--- config.mk ---
export PLATFORM = sky130hd
export DESIGN_NAME = srpt_grant_rx_flat
export DESIGN_NICKNAME = d
export VERILOG_FILES = /design/src/rtl/srpt_pkg.sv /design/src/rtl/srpt_grant_rx_if.sv /design/src/rtl/srpt_grant_table.sv /design/src/rtl/srpt_grant_rx.sv /design/src/flat_wrapper.sv
export SDC_FILE = /design/constraint.sdc
export NUM_CORES = 2
export LEC_CHECK = 0
export BUFFER_PORTS_ARGS = -buffer_cell sky130_fd_sc_hd__buf_2
export CAP_MARGIN = 10
export CORE_UTILIZATION = 45
export CTS_BUF_LIST = sky130_fd_sc_hd__clkbuf_16
export DETAILED_ROUTE_END_ITERATION = 10
export GPL_ROUTABILITY_DRIVEN = 0
export GPL_TIMING_DRIVEN = 0
export SLEW_MARGIN = 20
export SYNTH_ARGS = -nofsm -noshare
export SYNTH_HDL_FRONTEND = slang
export SYNTH_HIERARCHICAL = 1
export SYNTH_SLANG_ARGS = --single-unit
--- constraint.sdc ---
create_clock -name ap_clk -period 10.6 [get_ports ap_clk]
set_clock_uncertainty 0.1 [all_clocks]
set_input_delay 0.53 -clock ap_clk [delete_from_list [all_inputs] [get_ports ap_clk]]
set_output_delay 0.53 -clock ap_clk [all_outputs]
set_load 0.01 [all_outputs]
--- src/rtl/srpt_pkg.sv ---
// Shared Homa grant definitions: packet/credit field layout, table entry and
// receiver FSM encoding. Also consumed by the grant packet generator.
package srpt_pkg;

    localparam int PEER_ID_W   = 14;
    localparam int RPC_ID_W    = 14;
    localparam int OFFSET_W    = 10;
    localparam int PRIO_W      = 3;
    localparam int GRANT_PKT_W = 51;

    // Grant packet bit positions
    localparam int GNT_PEER_LSB = 37;
    localparam int GNT_RPC_LSB  = 23;
    localparam int GNT_OFF_LSB  = 13;
    localparam int GNT_LEN_LSB  = 3;
    localparam int GNT_PRIO_LSB = 0;

    // Credit entry bit positions
    localparam int CRD_PEER_LSB = 37;
    localparam int CRD_RPC_LSB  = 23;
    localparam int CRD_NEW_LSB  = 13;
    localparam int CRD_PREV_LSB = 3;
    localparam int CRD_PRIO_LSB = 0;

    typedef enum logic [1:0] {
        S_IDLE   = 2'd0,
        S_LOOKUP = 2'd1,
        S_UPDATE = 2'd2,
        S_STALL  = 2'd3
    } state_t;

    typedef struct packed {
        logic [PEER_ID_W-1:0] peer_id;
        logic [RPC_ID_W-1:0]  rpc_id;
        logic [OFFSET_W-1:0]  grant_offset;
        logic [OFFSET_W-1:0]  msg_len;
        logic [PRIO_W-1:0]    prio;
    } grant_pkt_t;

    typedef struct packed {
        logic [PEER_ID_W-1:0] peer_id;
        logic [RPC_ID_W-1:0]  rpc_id;
        logic [OFFSET_W-1:0]  new_granted;
        logic [OFFSET_W-1:0]  prev_granted;
        logic [PRIO_W-1:0]    prio;
    } credit_t;

    typedef struct packed {
        logic [RPC_ID_W-1:0] tag;
        logic [OFFSET_W-1:0] granted;
        logic [OFFSET_W-1:0] msg_len;
    } tbl_entry_t;

    function automatic logic [OFFSET_W-1:0] clamp_offset(
        input logic [OFFSET_W-1:0] off,
        input logic [OFFSET_W-1:0] len
    );
        return (off < len) ? off : len;
    endfunction

endpackage

--- src/rtl/srpt_grant_rx_if.sv ---
// Grant input FIFO (FWFT) and credit output FIFO signals of the grant receiver.
interface srpt_grant_rx_if;
    import srpt_pkg::*;

    logic                   grant_in_empty_i;
    logic [GRANT_PKT_W-1:0] grant_in_data_i;
    logic                   grant_in_read_en_o;
    logic                   xmit_full_i;
    logic [GRANT_PKT_W-1:0] xmit_data_o;
    logic                   xmit_write_en_o;

    modport master (
        output grant_in_empty_i, grant_in_data_i, xmit_full_i,
        input  grant_in_read_en_o, xmit_data_o, xmit_write_en_o
    );

    modport slave (
        input  grant_in_empty_i, grant_in_data_i, xmit_full_i,
        output grant_in_read_en_o, xmit_data_o, xmit_write_en_o
    );

endinterface

--- src/rtl/srpt_grant_table.sv ---
// Per-RPC grant state RAM: one write port, one read port with registered output.
module srpt_grant_table
    import srpt_pkg::*;
#(
    parameter int DEPTH = 64
) (
    input  logic                     clk,
    input  logic                     rd_en,
    input  logic [$clog2(DEPTH)-1:0] rd_addr,
    output tbl_entry_t               rd_data_o,
    input  logic                     wr_en,
    input  logic [$clog2(DEPTH)-1:0] wr_addr,
    input  tbl_entry_t               wr_data_i
);

    tbl_entry_t mem [DEPTH];
    tbl_entry_t rd_data_q;

    // Contents are not reset; the valid vector in the parent qualifies every read.
    always_ff @(posedge clk) begin
        if (wr_en) mem[wr_addr] <= wr_data_i;
        if (rd_en) rd_data_q <= mem[rd_addr];
    end

    assign rd_data_o = rd_data_q;

endmodule

--- src/rtl/srpt_grant_rx.sv ---
// Sender-side Homa GRANT receiver: tracks the highest granted offset per RPC
// and forwards a transmit-credit entry only when a grant widens the window.
module srpt_grant_rx
    import srpt_pkg::*;
#(
    parameter int TABLE_DEPTH = 64
) (
    input  logic           ap_clk,
    input  logic           ap_rst,
    srpt_grant_rx_if.slave bus,
    output logic [15:0]    drop_count_o,
    output logic           ap_idle
);

    localparam int IDX_W = $clog2(TABLE_DEPTH);

    state_t                 state_q, state_d;
    grant_pkt_t             pkt_q, pkt_d, pkt_in;
    tbl_entry_t             ent_q, ent_d, rd_ent, wr_ent;
    credit_t                cred_q, cred_d, cred;
    logic [TABLE_DEPTH-1:0] valid_q, valid_d;
    logic [15:0]            drop_q, drop_d;

    logic                pop, in_update, hit, grow, wr_en, drop;
    logic [OFFSET_W-1:0] eff, prev;
    logic [IDX_W-1:0]    rd_idx, wr_idx;

    assign pkt_in    = bus.grant_in_data_i;
    assign pop       = (state_q == S_IDLE) && !bus.grant_in_empty_i;
    assign in_update = (state_q == S_UPDATE);
    assign rd_idx    = pkt_in.rpc_id[IDX_W-1:0];
    assign wr_idx    = pkt_q.rpc_id[IDX_W-1:0];

    // prev reads as 0 for a new entry, so eff > prev decides emit for both
    // new entries and hits; only a hit that does not grow counts as a drop.
    assign eff   = clamp_offset(pkt_q.grant_offset, pkt_q.msg_len);
    assign hit   = valid_q[wr_idx] && (ent_q.tag == pkt_q.rpc_id);
    assign prev  = hit ? ent_q.granted : '0;
    assign grow  = eff > prev;
    assign drop  = in_update && hit && !grow;
    assign wr_en = in_update && (!hit || grow);

    assign wr_ent = '{tag:     pkt_q.rpc_id,
                      granted: eff,
                      msg_len: hit ? ent_q.msg_len : pkt_q.msg_len};

    assign cred = '{peer_id:      pkt_q.peer_id,
                    rpc_id:       pkt_q.rpc_id,
                    new_granted:  eff,
                    prev_granted: prev,
                    prio:         pkt_q.prio};

    srpt_grant_table #(
        .DEPTH (TABLE_DEPTH)
    ) u_table (
        .clk       (ap_clk),
        .rd_en     (pop),
        .rd_addr   (rd_idx),
        .rd_data_o (rd_ent),
        .wr_en     (wr_en),
        .wr_addr   (wr_idx),
        .wr_data_i (wr_ent)
    );

    always_ff @(posedge ap_clk or posedge ap_rst) begin
        if (ap_rst) state_q <= S_IDLE;
        else        state_q <= state_d;
    end

    always_comb begin
        state_d = state_q;
        case (state_q)
            S_IDLE:   if (!bus.grant_in_empty_i) state_d = S_LOOKUP;
            S_LOOKUP: state_d = S_UPDATE;
            S_UPDATE: state_d = (grow && bus.xmit_full_i) ? S_STALL : S_IDLE;
            S_STALL:  if (!bus.xmit_full_i) state_d = S_IDLE;
            default:  state_d = S_IDLE;
        endcase
    end

    always_comb begin
        bus.grant_in_read_en_o = pop;
        bus.xmit_write_en_o    = 1'b0;
        bus.xmit_data_o        = cred_q;
        ap_idle                = (state_q == S_IDLE) && bus.grant_in_empty_i;
        case (state_q)
            S_UPDATE: begin
                bus.xmit_data_o     = cred;
                bus.xmit_write_en_o = grow && !bus.xmit_full_i;
            end
            S_STALL:  bus.xmit_write_en_o = !bus.xmit_full_i;
            default:  ;
        endcase
    end

    always_comb begin
        pkt_d   = pop ? pkt_in : pkt_q;
        ent_d   = (state_q == S_LOOKUP) ? rd_ent : ent_q;
        cred_d  = (in_update && grow) ? cred : cred_q;
        valid_d = valid_q;
        if (wr_en) valid_d[wr_idx] = 1'b1;
        drop_d  = drop_q;
        if (drop && (drop_q != 16'hFFFF)) drop_d = drop_q + 16'd1;
    end

    // Reset drops the in-flight packet and invalidates the whole table.
    always_ff @(posedge ap_clk or posedge ap_rst) begin
        if (ap_rst) begin
            pkt_q   <= '0;
            ent_q   <= '0;
            cred_q  <= '0;
            valid_q <= '0;
            drop_q  <= '0;
        end else begin
            pkt_q   <= pkt_d;
            ent_q   <= ent_d;
            cred_q  <= cred_d;
            valid_q <= valid_d;
            drop_q  <= drop_d;
        end
    end

    assign drop_count_o = drop_q;

endmodule

--- src/flat_wrapper.sv ---
// flat-port wrapper written by rule: the top's interface ports become plain ports
module srpt_grant_rx_flat import srpt_pkg::*;
#(
    parameter int TABLE_DEPTH = 64
)
  (ap_clk, ap_rst, drop_count_o, ap_idle, bus_grant_in_empty_i, bus_grant_in_data_i, bus_xmit_full_i, bus_grant_in_read_en_o, bus_xmit_data_o, bus_xmit_write_en_o);
  srpt_grant_rx_if bus_i ();
  input  logic ap_clk;
  input  logic ap_rst;
  output logic [15:0] drop_count_o;
  output logic ap_idle;
  input wire logic [$bits(bus_i.grant_in_empty_i)-1:0] bus_grant_in_empty_i;
  input wire logic [$bits(bus_i.grant_in_data_i)-1:0] bus_grant_in_data_i;
  input wire logic [$bits(bus_i.xmit_full_i)-1:0] bus_xmit_full_i;
  output wire logic [$bits(bus_i.grant_in_read_en_o)-1:0] bus_grant_in_read_en_o;
  output wire logic [$bits(bus_i.xmit_data_o)-1:0] bus_xmit_data_o;
  output wire logic [$bits(bus_i.xmit_write_en_o)-1:0] bus_xmit_write_en_o;
  assign bus_i.grant_in_empty_i = bus_grant_in_empty_i;
  assign bus_i.grant_in_data_i = bus_grant_in_data_i;
  assign bus_i.xmit_full_i = bus_xmit_full_i;
  assign bus_grant_in_read_en_o = bus_i.grant_in_read_en_o;
  assign bus_xmit_data_o = bus_i.xmit_data_o;
  assign bus_xmit_write_en_o = bus_i.xmit_write_en_o;
  srpt_grant_rx #(.TABLE_DEPTH(TABLE_DEPTH)) u_core (.ap_clk(ap_clk), .ap_rst(ap_rst), .bus(bus_i), .drop_count_o(drop_count_o), .ap_idle(ap_idle));
endmodule
==> flow_summary.yaml <==
final_layout:
  final_cell_mix: "1,560 x edfxtp_1, 329 x mux4_2, 291 x nand2_1, 194 x dfrtp_1, 193 x buf_2"
  final_common_cell: "edfxtp_1"
  finalNetCount: 4251
  finalInstanceArea_um2: 82000
  drive_gt1_share_pct: 26.1
  stdcell_count: 6364
  syn2layout_area_growth_pct: 17.5
yosys:
  syn_avg_cell_area_um2: 18.8
  syn_area_um2: 69800
  syn_inst: 3719
  ys_warn_count: 6
  syn_nets: 3794
cts:
  clock_latency_ns: 0.82
  cts_buffer_depth: 3
  cts_sinks: 1768
  clkTransAtPathRegs_ns: 0.06
  cts_tree: "yes"
  clk_root_buffer_cell: "clkbuf_16"
  htreeDepth: 4
  cts_inserted_buffers: 182
power:
  p_leak_nw: 28.1
  ir_drop_mv: 0.288
  powerDensity_nw_per_um2: 265
setup_path:
  endpoint_kind: "flip-flop"
  cp-start-kind: "flip-flop"
  worstPathArrival_ns: 9.16
  r2r_slack_ns: 1.85
  path_max_fanout: 42
  required_ns: 11.01
  critical_path_class: "reg2reg"
routing:
  avgViaCountPerCell: 6.10
  wire_per_inst_um: 32.8
  routed_wl_um: 208000
  drc_errors: 0
  dr.pass1.iters: 10
  initialDrtViolationCount: 5180
  ant_nets: 0
  vias: 38800
floorplanning:
  initial_core_util_pct: 45.3
  die-height_um: 396
  core-area_um2: 154000
  io_pins: 125
  die_x_um: 396
  die_area_um2: 157000
  rows: 144
timing:
  fin_ws_ns: 1.85
  holdWs_ns: 0.0792
  slew_headroom_pct: 6.95
  slew_violations: 0
  tightestPinTransition_ns: 1.38
  finalHoldViolCount: 0
  setup_tns_ns: 0
  period_share_pct: 82.6
  setup-violations-final: 0
  rsz0062_at_grt: "false"
  fmax_ghz: 0.114
  min_period_ns: 8.75
hold_path:
  hold_path.class: "in2reg"
placement:
  place_area_um2: 76000
  hpwl_um: 144000
  dpl.cell_count: 5986
  pre_cts_ws_ns: 2.08
  numPortBuffers: 124
global_route:
  grt_max_degree: 104
  grt-ovfl-total: 0
  grt_pass1_vias: 38000
  grt_use_total_pct: 26.7
  antenna_found_initial: 10
  grt_pass1_wl_um: 291000
flow_run:
  cap_violations: 0
outcome:
  outcome: "finished, final reports clean"
==> repair_timing <==
item                                    4_1_cts  5_1_grt
resized for setup                             0        0
hold buffers                                 50        0
endpoints found under the setup margin        0        0
endpoints found under the hold margin       185        0
buffers inserted                              0        0
==> path summary, 6_finish.rpt <==
path | endpoint | depth (start not counted) | startpoint
setup / recovery | u_core/u_table/mem[7][19] | 22 | u_core/cred[23]
hold / removal | u_core/cred[26] | 3 | bus_grant_in_data_i[26]
setup reg to reg | u_core/u_table/mem[7][19] | 22 | u_core/cred[23]
hold reg to reg | u_core/valid_q[15] | 1 | u_core/valid_q[15]
max in group asynchronous | u_core/cred[27] | 4 | ap_rst
min in group asynchronous | u_core/cred[44] | 3 | ap_rst
==> metal layers <==
layer	vias up	track usage, %	wire [um]
li1	15800	-	-
met1	20500	36.0	81200
met3	415	6.29	20500
met4	4	11.4	9960
met5	-	0.523	131
met2	2096	41.5	96700
==> area by class of cell <==
cell class | count | area [um2]
sequential | 1768 | 52100
clock inverter | 136 | 795
multi-input combinational | 1657 | 16900
tap | 2044 | 2560
antenna | 4 | 10.0
inverter | 17 | 71.3
fill | 11900 | 72100
timing repair buffer | 273 | 3470
buffer | 277 | 1410
clock buffer | 188 | 4700
==> sequential cells by signal (all words and copies together) (netlist names) <==
name	count
u_core/drop_count_o	16
u_core/cred	31
u_core/valid_q	64
u_core/pkt_q	20
u_core/u_table/rd_data_o	24
u_core/state_q	2
u_core/cred_q	51
u_core/ent_q	24
u_core/u_table/mem	1536
==> power by group <==
| group | switching [mW] | leakage [nW] | total, mW | internal (mW) |
|---|---|---|---|---|
| clock | 2.64 | 2.86 | 5.95 | 3.31 |
| combinational | 3.97 | 8.52 | 5.53 | 1.56 |
| sequential | 0.409 | 16.7 | 10.2 | 9.83 |
==> critical path, cell delays in order, from the launching register on <==
cell and delay [ns]:
dfrtp_4 0.65, buf_16 0.26, buf_2 0.20, nor2_1 0.30, clkbuf_1 0.45, a221oi_1 0.16, o211ai_1 0.31, o2111ai_1 0.23
a41oi_4 0.31, buf_6 0.21, clkbuf_1 0.42, nand2_1 0.20, ha_1 0.37, nand4_1 0.11, nor3_1 0.05, a21oi_1 0.22
o31a_1 0.34, nand2_1 0.30, clkbuf_1 0.44, o21ai_1 0.74, nand4_1 0.97, nor2_4 0.80, buf_16 0.23
==> per-stage QoR <==
stage,util (%),power (mW)
2_1_floorplan,-,12.9
3_3_place_gp,47.4,15.3
3_5_place_dp,49.3,15.9
4_1_cts,53.2,21.8
5_1_grt,53.2,22.5
6_report,53.2,21.7
Power figures use the tool's default switching activity.
